--- src/rtl/bulk_in_ctrl_pkg.sv ---
// Shared definitions for the bulk IN sequencer: USB PID codes, FSM state
// encoding and a helper that maps a data toggle to its DATAx PID.
// Optional feature macro: BULK_IN_HALT_EN (adds the STALL/HALT path).
package bulk_in_ctrl_pkg;

  localparam logic [3:0] PID_DATA0 = 4'b0011;
  localparam logic [3:0] PID_DATA1 = 4'b1011;
  localparam logic [3:0] PID_NAK   = 4'b1010;
`ifdef BULK_IN_HALT_EN
  localparam logic [3:0] PID_STALL = 4'b1110;
`endif

  typedef enum logic [2:0] {
    S_IDLE = 3'd0,
    S_SEL  = 3'd1,
    S_NAK  = 3'd2,
    S_DATA = 3'd3,
    S_ZLP  = 3'd4,
    S_WAIT = 3'd5
`ifdef BULK_IN_HALT_EN
    ,
    S_HALT = 3'd6
`endif
  } state_t;

  function automatic logic [3:0] data_pid(input logic toggle);
    return toggle ? PID_DATA1 : PID_DATA0;
  endfunction

endpackage

--- src/rtl/bulk_in_ctrl.sv ---
// bulk_in_ctrl: USB-clock-domain sequencer for NUM_EP bulk IN endpoint FIFOs.
// On each IN token addressed to one of its endpoints it answers with a
// DATA0/DATA1 packet (up to MAX_PKT_SIZE bytes), a ZLP or a NAK, and keeps
// the per-endpoint data toggle and pending-ZLP flag.
// Optional feature macro: BULK_IN_HALT_EN adds ep_halt_i and the STALL reply.
//
// Ports:
//   clock, reset_n        USB clock, asynchronous active-low reset
//   usb_in_tok_i/_ep_i    IN token strobe and its endpoint number
//   usb_ack_i             host ACK strobe
//   usb_timeout_i         no-handshake strobe
//   ep_clr_toggle_i       per-EP toggle (and pending ZLP) clear
//   ep_has_data_i         per-EP FIFO has_data
//   ep_xfer_o             per-EP transaction-in-progress
//   ep_t*_i / ep_tready_o per-EP AXIS source
//   ep_halt_i             per-EP halt (BULK_IN_HALT_EN only)
//   tx_hsk_o, tx_pid_o    handshake strobe and PID towards the TX encoder
//   tx_t*                 TX payload stream
//   busy_o                state != IDLE
module bulk_in_ctrl
  import bulk_in_ctrl_pkg::*;
#(
  parameter int unsigned NUM_EP       = 2,
  parameter int unsigned EP_BASE      = 1,
  parameter int unsigned MAX_PKT_SIZE = 512
) (
  input  logic                  clock,
  input  logic                  reset_n,
  input  logic                  usb_in_tok_i,
  input  logic [3:0]            usb_in_ep_i,
  input  logic                  usb_ack_i,
  input  logic                  usb_timeout_i,
  input  logic [NUM_EP-1:0]     ep_clr_toggle_i,
  input  logic [NUM_EP-1:0]     ep_has_data_i,
  output logic [NUM_EP-1:0]     ep_xfer_o,
  input  logic [NUM_EP-1:0]     ep_tvalid_i,
  output logic [NUM_EP-1:0]     ep_tready_o,
  input  logic [NUM_EP-1:0]     ep_tlast_i,
  input  logic [8*NUM_EP-1:0]   ep_tdata_i,
`ifdef BULK_IN_HALT_EN
  input  logic [NUM_EP-1:0]     ep_halt_i,
`endif
  output logic                  tx_hsk_o,
  output logic [3:0]            tx_pid_o,
  output logic                  tx_tvalid_o,
  input  logic                  tx_tready_i,
  output logic                  tx_tlast_o,
  output logic [7:0]            tx_tdata_o,
  output logic                  busy_o
);

  localparam int unsigned IW = (NUM_EP > 1) ? $clog2(NUM_EP) : 1;
  localparam int unsigned CW = $clog2(MAX_PKT_SIZE + 1);

  state_t              r_state;
  state_t              w_next;
  logic [IW-1:0]       r_idx;
  logic [NUM_EP-1:0]   r_toggle;
  logic [NUM_EP-1:0]   r_zlp_pend;
  logic [CW-1:0]       r_cnt;
  logic [3:0]          r_pid;
  logic                r_was_zlp;

  // Token decode: one extra bit so endpoint numbers below EP_BASE wrap
  // to a large offset and fail the range check.
  logic [4:0]          w_ep_off;
  logic                w_tok_hit;
  logic [IW-1:0]       w_tok_idx;

  assign w_ep_off  = {1'b0, usb_in_ep_i} - 5'(EP_BASE);
  assign w_tok_hit = usb_in_tok_i && ({1'b0, usb_in_ep_i} >= 5'(EP_BASE))
                     && (w_ep_off < 5'(NUM_EP));
  assign w_tok_idx = w_ep_off[IW-1:0];

  // Source mux by registered index.
  logic [7:0]          w_tdata_arr [NUM_EP];
  logic                w_sel_tvalid;
  logic                w_cnt_max;
  logic                w_last;
  logic                w_beat;
  logic                w_ack_hit;
  logic                w_xfer_st;

  for (genvar g = 0; g < NUM_EP; g++) begin : g_tdata
    assign w_tdata_arr[g] = ep_tdata_i[8*g +: 8];
  end

  assign w_sel_tvalid = ep_tvalid_i[r_idx];
  assign w_cnt_max    = (r_cnt == CW'(MAX_PKT_SIZE - 1));
  assign w_last       = ep_tlast_i[r_idx] | w_cnt_max;
  assign w_beat       = (r_state == S_DATA) && w_sel_tvalid && tx_tready_i;
  assign w_ack_hit    = (r_state == S_WAIT) && usb_ack_i;
  assign w_xfer_st    = (r_state == S_SEL) || (r_state == S_DATA) ||
                        (r_state == S_ZLP) || (r_state == S_WAIT);
  assign tx_pid_o     = r_pid;

  always_ff @(posedge clock or negedge reset_n) begin
    if (!reset_n) r_state <= S_IDLE;
    else          r_state <= w_next;
  end

  always_comb begin
    w_next      = r_state;
    tx_hsk_o    = 1'b0;
    tx_tvalid_o = 1'b0;
    tx_tlast_o  = 1'b0;
    tx_tdata_o  = '0;
    ep_tready_o = '0;
    ep_xfer_o   = '0;
    busy_o      = (r_state != S_IDLE);

    ep_xfer_o[r_idx] = w_xfer_st;

    case (r_state)
      S_IDLE: if (w_tok_hit) w_next = S_SEL;
      S_SEL: begin
`ifdef BULK_IN_HALT_EN
        if (ep_halt_i[r_idx])              w_next = S_HALT;
        else
`endif
        if (r_zlp_pend[r_idx])             w_next = S_ZLP;
        else if (ep_has_data_i[r_idx])     w_next = S_DATA;
        else                               w_next = S_NAK;
      end
      S_NAK: begin
        tx_hsk_o = 1'b1;
        w_next   = S_IDLE;
      end
`ifdef BULK_IN_HALT_EN
      S_HALT: begin
        tx_hsk_o = 1'b1;
        w_next   = S_IDLE;
      end
`endif
      S_DATA: begin
        tx_tvalid_o        = w_sel_tvalid;
        tx_tlast_o         = w_last;
        tx_tdata_o         = w_tdata_arr[r_idx];
        ep_tready_o[r_idx] = tx_tready_i;
        if (w_beat && w_last) w_next = S_WAIT;
      end
      S_ZLP: begin
        tx_tvalid_o = 1'b1;
        tx_tlast_o  = 1'b1;
        if (tx_tready_i) w_next = S_WAIT;
      end
      S_WAIT: if (usb_ack_i || usb_timeout_i) w_next = S_IDLE;
      default: w_next = S_IDLE;
    endcase
  end

  always_ff @(posedge clock or negedge reset_n) begin
    if (!reset_n) begin
      r_idx     <= '0;
      r_cnt     <= '0;
      r_pid     <= '0;
      r_was_zlp <= 1'b0;
    end else begin
      if ((r_state == S_IDLE) && w_tok_hit) r_idx <= w_tok_idx;
      if (r_state == S_SEL) begin
        r_cnt     <= '0;
        r_was_zlp <= (w_next == S_ZLP);
        if (w_next == S_NAK)     r_pid <= PID_NAK;
`ifdef BULK_IN_HALT_EN
        else if (w_next == S_HALT) r_pid <= PID_STALL;
`endif
        else                     r_pid <= data_pid(r_toggle[r_idx]);
      end else if (w_beat) begin
        r_cnt <= r_cnt + CW'(1);
      end
    end
  end

  // Clear beats both the ACK flip and a ZLP-pending set in the same cycle.
  always_ff @(posedge clock or negedge reset_n) begin
    if (!reset_n) begin
      r_toggle   <= '0;
      r_zlp_pend <= '0;
    end else begin
      for (int unsigned i = 0; i < NUM_EP; i++) begin
        if (ep_clr_toggle_i[i]) begin
          r_toggle[i]   <= 1'b0;
          r_zlp_pend[i] <= 1'b0;
        end else if (r_idx == IW'(i)) begin
          if (w_ack_hit) begin
            r_toggle[i] <= ~r_toggle[i];
            if (r_was_zlp) r_zlp_pend[i] <= 1'b0;
          end
          // Frame ended exactly on a full packet: the host needs a ZLP.
          if (w_beat && w_cnt_max && ep_tlast_i[i]) r_zlp_pend[i] <= 1'b1;
        end
      end
    end
  end

endmodule
--- config.mk ---
export PLATFORM = sky130hd
export DESIGN_NAME = bulk_in_ctrl
export DESIGN_NICKNAME = d
export VERILOG_FILES = /design/src/rtl/bulk_in_ctrl_pkg.sv /design/src/rtl/bulk_in_ctrl.sv
export SDC_FILE = /design/constraint.sdc
export NUM_CORES = 1
export LEC_CHECK = 0
export ABC_CLOCK_PERIOD_IN_PS = 3050
export BUFFER_PORTS_ARGS = -buffer_cell sky130_fd_sc_hd__buf_2
export CELL_PAD_IN_SITES_DETAIL_PLACEMENT = 1
export CELL_PAD_IN_SITES_GLOBAL_PLACEMENT = 2
export CORE_ASPECT_RATIO = 1.5
export CORE_UTILIZATION = 30
export CTS_BUF_LIST = sky130_fd_sc_hd__clkbuf_8 sky130_fd_sc_hd__clkbuf_16
export DETAILED_ROUTE_END_ITERATION = 16
export GPL_ROUTABILITY_DRIVEN = 0
export GPL_TIMING_DRIVEN = 0
export HOLD_SLACK_MARGIN = 0.1
export MAX_ROUTING_LAYER = met4
export PLACE_DENSITY_LB_ADDON = 0.1
export SYNTH_ARGS = -nofsm -noshare
export SYNTH_HDL_FRONTEND = slang
export SYNTH_SLANG_ARGS = --single-unit
--- constraint.sdc ---
create_clock -name clock -period 3.05 [get_ports clock]
set_clock_uncertainty 0.05 [all_clocks]
set_input_delay 0 -clock clock [delete_from_list [all_inputs] [get_ports clock]]
set_output_delay 0 -clock clock [all_outputs]
set_load 0.02 [all_outputs]
Yosys cells after proc, flatten, opt, wreduce, memory -nomap -nowiden
Index checks and enable logic that the tools add are counted.

storage, ports and cells
  register bits after elaboration = 23
  input port bits = 34
  output and inout bits = 20
  logic and storage cells = 105

cells by class
  add/subtract/negate cells = 2
  $lt $le $gt $ge = 5
  eq/ne operators = 9
  muxes and demuxes = 45
  bitwise logic cells = 6
  reduce and logical (&&, ||, !) cells = 29

operators by type and width
  kind                                                 number
  two-way mux 8 bit                                    4
  two-way mux 1 bit                                    27
  two-way mux 10 bit                                   2
  two-way mux 3 bit                                    5
  case mux 3 bit (5 select lines)                      1
  nonzero test 3 bit                                   5
  logical AND 1 bit                                    11
  adder 10 x 1 -> 10 bit, second input constant        1
  == test 10 x 9 -> 1 bit, second input constant       1
  == test 3 x 2 -> 1 bit, second input constant        3
  == test 3 bit, second input constant                 3
  two-way mux 4 bit                                    2
  nonzero test 2 bit                                   4
  AND reduction 3 bit                                  2
  < comparator 5 x 2 -> 1 bit, second input constant   1
  subtractor 4 x 1 -> 5 bit, second input constant     1
  bitwise AND 2 bit                                    2
  >= comparator 4 x 1 -> 1 bit, second input constant  1
  logical OR 1 bit                                     4
  case mux 1 bit (2 select lines)                      2
  AND reduction 2 bit                                  2
  == test 3 x 1 -> 1 bit, second input constant        1
  zero test 3 bit                                      1
  >= comparator 2 bit, second input constant           1
  8 further kinds                                      9

Longest topological paths before layout
  depth after elaboration = 9
  depth in mapped cells = 6
  gate-level depth less buffers = 6

Least setup slack after synthesis
No wires, ideal clock.

  kind = register to register
  start point = reg r_idx
  end point = reg r_cnt[9]
  library setup time = 125 ps
  arrival time = 1468 ps
  required time = 2875 ps
  setup slack = 1407 ps
  stages on the path, launching flop included = 6
  path buffers = 1
  clock period less this slack = 1643 ps
  path through = dfrtp_1 -> buf_4 -> mux2i_1 -> or3_1 -> nor3_2 -> mux2_2

between the ends
  cells in the longest elaborated chain, start to end = 5

RTL lines
  item                                                   RTL line             source
  from (decl)                                            bulk_in_ctrl.sv:57   logic [IW-1:0] r_idx;
  from (signal assigned)                                 bulk_in_ctrl.sv:159  if ((r_state == S_IDLE) && w_tok_hit) r_idx <= w_tok_idx;
  two-way mux 1 bit (not written as such) (2 in series)  bulk_in_ctrl.sv:88   assign w_sel_tvalid = ep_tvalid_i[r_idx];
  logical AND 1 bit (2 in series)                        bulk_in_ctrl.sv:91   assign w_beat = (r_state == S_DATA) && w_sel_tvalid && tx_tready_i;
  nonzero test 2 bit (no line)                           n/a
  to (signal assigned)                                   bulk_in_ctrl.sv:169  r_cnt <= r_cnt + CW'(1);
  to (decl)                                              bulk_in_ctrl.sv:60   logic [CW-1:0] r_cnt;

Every way passes these cells. The select of a mux whose other input is x is not followed.
A chain may end at the register's enable or synchronous reset.

Final worst setup path
  start point = reg r_idx
  end point = reg r_zlp_pend[0]

between the ends
  cells in the longest elaborated chain, start to end = 9
  elaborated cells on any way between the ends = 13
  those cells by class = eq/ne (1); mux (5); reduce/logical (7)

RTL lines
  item                                                   RTL line             source
  two-way mux 1 bit (not written as such) (2 in series)  bulk_in_ctrl.sv:88
  logical AND 1 bit (2 in series)                        bulk_in_ctrl.sv:91
  logical AND 1 bit (2 in series)                        bulk_in_ctrl.sv:190  if (w_beat && w_cnt_max && ep_tlast_i[i]) r_zlp_pend[i] <= 1'b1;
  two-way mux 1 bit                                      bulk_in_ctrl.sv:190
  two-way mux 1 bit                                      bulk_in_ctrl.sv:184  end else if (r_idx == IW'(i)) begin
  two-way mux 1 bit                                      bulk_in_ctrl.sv:181  if (ep_clr_toggle_i[i]) begin
  to (signal, indexed assignment)                        bulk_in_ctrl.sv:183  r_zlp_pend[i] <= 1'b0;
  to (signal, indexed assignment)                        bulk_in_ctrl.sv:187  if (r_was_zlp) r_zlp_pend[i] <= 1'b0;
  to (signal, indexed assignment)                        bulk_in_ctrl.sv:190
  to (decl)                                              bulk_in_ctrl.sv:59   logic [NUM_EP-1:0] r_zlp_pend;

Several ways; a longest one is shown, not always the timed one. The select of a mux whose other input is x is not followed.

==> summary.md <==
| Metric | Value |
|---|---|
| Starting Density | a little under a third |
| Pin count of the biggest net entering global routing | 23 |
| Fin crit share | between 70% and 80% |
| Setup Crit Path Kind | flop to flop |
| Pleak | 0.957 nW |
| Worst-case reg-to-reg path depth | 7 |
| Setup crit end | r_zlp_pend[0] |
| Adder-cell share of the synthesized area | under 10% |
| DRC marker count from the first detailed-route iteration | 25 |
| Worst r2r src | r_idx |
| CTS Buffer Depth | 2 |
| Sink Count | 22 |
| Layout Cell Area excl Fill | between 1500 and 2000 um2 |
| CP Launch Point | r_idx |
| Syn_nets | between 150 and 200 |
| Ratio of cells with drive above 1 in the final layout | between 30% and 40% |
| Count of cell types in the netlist | 43 |
| Vias in the first global route | 1513 |
| Post-synth EDFFs | 0 |
| Crit end category | flop |
| Final Util | 42.7% |
| Reg clk slew, reported paths | approximately 0.080 ns |
| # resized after CTS | 0 |
| Total track usage | between 10% and 20% |
| Worst flop-to-flop path endpoint | r_zlp_pend[0] |
| Multi-input gate area | 793 um2 |
| Reg-to-reg slack, setup | roughly 0.7 ns |
| Period minus WS final | ~2.3 ns |
| Complex-gate fraction of the synthesized area | roughly 9% |
| CP delay by family, top | buffers and inverters |
| Post-DRT Antenna Nets | 0 |
| Register area | ~550 um2 |
| WL final | roughly 4.0 mm |
| # rows | 30 |
| Io pins | 54 |
| Synth async-reset ratio | between 90% and 100% |
| Final setup fails | 0 |
| CP max stage delay | approximately 0.56 ns |
| TritonCTS clock tree | built |
| Worst Path Arrival | roughly 2.4 ns |
| WL/cell | 13.8 um |
| H-tree lvl count | 1 |
| Die area | ~5000 um2 |
| Drt pass-1 iters | 4 |
| Clock latency on the worst-skew pair | between 0.2 and 0.3 ns |
| Crit path required time | between 3 and 4 ns |
| First-pass GRT wire length | 6.94 mm |
| RSZ-0062 raised after global routing | no |
| Crit Path Max Fanout | 10 |
| Cell Pwr Density | between 500 and 600 nW/um2 |
| Via/cell ratio | between 4 and 5 |
| Avg Cell Area, Syn | 9.01 um2 |
| Register area share after synthesis | around 39% |
| Max cap viols | 0 |
| Crit-path slowest cell | dlygate4sd3_1 |
| Layout area overhead | 36.2% |
| HP Class | primary input to flop |
| DRC errors left | 0 |
| Seq cells post-synth | 22 |
| Slew Limit Headroom | 58.8% |
| Layout filler cell count | 559 |
| Die width | around 58 um |
| Area share of and/or/nand/nor cells after synthesis | approximately 28% |
| N_diodes | 0 |
| Setup TNS Final | 0 ns |
| Max-slew violations | 0 |
| Antenna violations before repair | 0 |
| Core area | ~4500 um2 |
| Fin. Hold Viols | 0 |
| Worst ir drop on vdd | ~240 uV |
| Total gr overflow | 0 |
| Least-Margin Pin Slew | 0.618 ns |
| Root Driver | clkbuf_8 |
| Synthesized instance count | 158 |
| HPWL after DPL | a little over 3 mm |
| Status | completed |
| Top_reg_cell synth | dfrtp_1 |
| Worst-path cell chain | buf_4, mux2i_1, buf_2, nor2_2, nand4_1, a21oi_1, dlygate4sd3_1 |
| Placed Area | about 1800 um2 |
| IO Port Bufs | 52 |
| CP Depth | 7 |
| Peak Freq | between 0.4 and 0.5 GHz |
| Critical path buffers and inverters | 3 |
| Detailed-route via count | about 1.4k |
| Layout Nets | 263 |
| Mux cell area share after synthesis | about 11% |
| Mapped Area | approximately 1400 um2 |
| Setup crit start kind | flop |
| Die H | between 80 and 90 um |
| Xor and xnor fraction of the mapped netlist area | roughly 6% |
| Largest family of logic cells by synthesized area | simple AND/OR/NAND/NOR gates |
| Cts bufs inserted | 3 |
| Synthesis Warnings | 0 |
[synth_stat cells (3+ instances only)]
| master | count | area, um2 |
|---|---|---|
| nand3_1 | 3 | 15.0 |
| dfrtp_1 | 22 | 551 |
| nor2b_1 | 3 | 18.8 |
| nor3_1 | 4 | 20.0 |
| inv_1 | 7 | 26.3 |
| nand2_1 | 9 | 33.8 |
| nor2_1 | 29 | 109 |
| nor3b_1 | 3 | 22.5 |
| a21oi_1 | 4 | 20.0 |
| mux2i_1 | 13 | 130 |
| buf_2 | 4 | 20.0 |
| xnor2_1 | 9 | 78.8 |
| o21ai_0 | 7 | 35.0 |
| nand4_1 | 4 | 25.0 |
[worst min path at each step]
stage / startpoint / to / slack [ns] / depth (start not counted)
CTS: usb_timeout_i / r_state[2] / 0.13 / 4
global placement: reset_n / r_cnt[3] / -0.05 / 1
floorplan: reset_n / r_cnt[0] / -0.35 / 0
finish: usb_timeout_i / r_state[2] / 0.14 / 4
detailed placement: reset_n / r_cnt[3] / -0.04 / 1
global route: usb_timeout_i / r_state[2] / 0.19 / 4
[cells by family (layout without fill, tap and decap cells)]
logic type      after synthesis  after routing
simple gates                 72             72
mux                          15             15
fa+ha+maj                     2              2
other cells                   1              1
buf+inv                      16             84
flops                        22             22
compound gates               20             20
xor+xnor                     10             10
[power by group]
| group | leakage, nW | internal [W] | total (W) | switching, W |
|---|---|---|---|---|
| sequential | 0.291 | 0.000339 | 0.000375 | 0.0000354 |
| clock | 0.0288 | 0.000115 | 0.000215 | 0.0000997 |
| combinational | 0.638 | 0.000217 | 0.000532 | 0.000315 |
| total | 0.957 | 0.000672 | 0.00112 | 0.000450 |
[area by class of cell]
cell class / instances / share of cell area, %
Buffer: 9 / 2.77
Clock buffer: 4 / 2.84
Sequential cell: 22 / 28.4
Tap cell: 64 / 4.13
Multi-Input combinational cell: 120 / 40.9
Inverter: 7 / 1.35
Timing Repair Buffer: 64 / 19.6
[metrics by stage]
step / hold WS, ns / std cells / power (W) / setup WS [ns]
finish: 0.143 / 290 / 0.00112 / 0.717
global route: 0.189 / 290 / 0.00121 / 0.591
CTS: 0.128 / 290 / 0.00114 / 0.736
detailed placement: -0.0376 / 274 / 0.000894 / 1.23
global placement: -0.0517 / 274 / 0.000880 / 1.24
floorplan: -0.346 / 158 / 0.000729 / 1.41
[state kept, by name (all words and copies together) (netlist names)]
signal,flops
r_zlp_pend,2
r_toggle,2
tx_pid_o,3
r_cnt,10
r_was_zlp,1
r_idx,1
r_state,3
[cells in the final DEF, fill, tap and decap left out, types with 2 or more instances in the layout]
master | synthesis | routed
a21oi_1 | 4 | 4
buf_2 | 4 | 56
buf_4 | 2 | 2
clkbuf_8 | 0 | 4
dfrtp_1 | 22 | 22
dlygate4sd3_1 | 0 | 12
ha_1 | 2 | 2
inv_1 | 7 | 7
mux2_2 | 2 | 2
mux2i_1 | 13 | 13
nand2_1 | 9 | 9
nand3_1 | 3 | 3
nand4_1 | 4 | 4
nor2_1 | 29 | 29
nor2b_1 | 3 | 3
nor3_1 | 4 | 4
nor3b_1 | 3 | 3
nor4_1 | 2 | 2
nor4_2 | 2 | 2
o21a_1 | 2 | 2
o21ai_0 | 7 | 7
or2_2 | 2 | 2
or3_1 | 2 | 2
xnor2_1 | 9 | 9
[routing by layer]
layer / GRT usage (%) / share of wire [%] / vias to the layer above
li1: - / - / 681
met1: 20.2 / 40 / 672
met2: 32.9 / 54 / 43
met3: 2.09 / 4.0 / 5
met4: 5.84 / 1.6 / 0
met5: - / 0 / -
[tightest hold or removal path, cell delays in order]
cell and delay (ns):
buf_2 0.09, o21ai_0 0.08, a22oi_1 0.14, o32ai_1 0.11
[timing repair]
item	4_1_cts	5_1_grt
endpoints found under the hold margin	30	0
hold buffers	12	0
setup buffers	0	0
No activity file was read; power rests on OpenSTA's default activity.
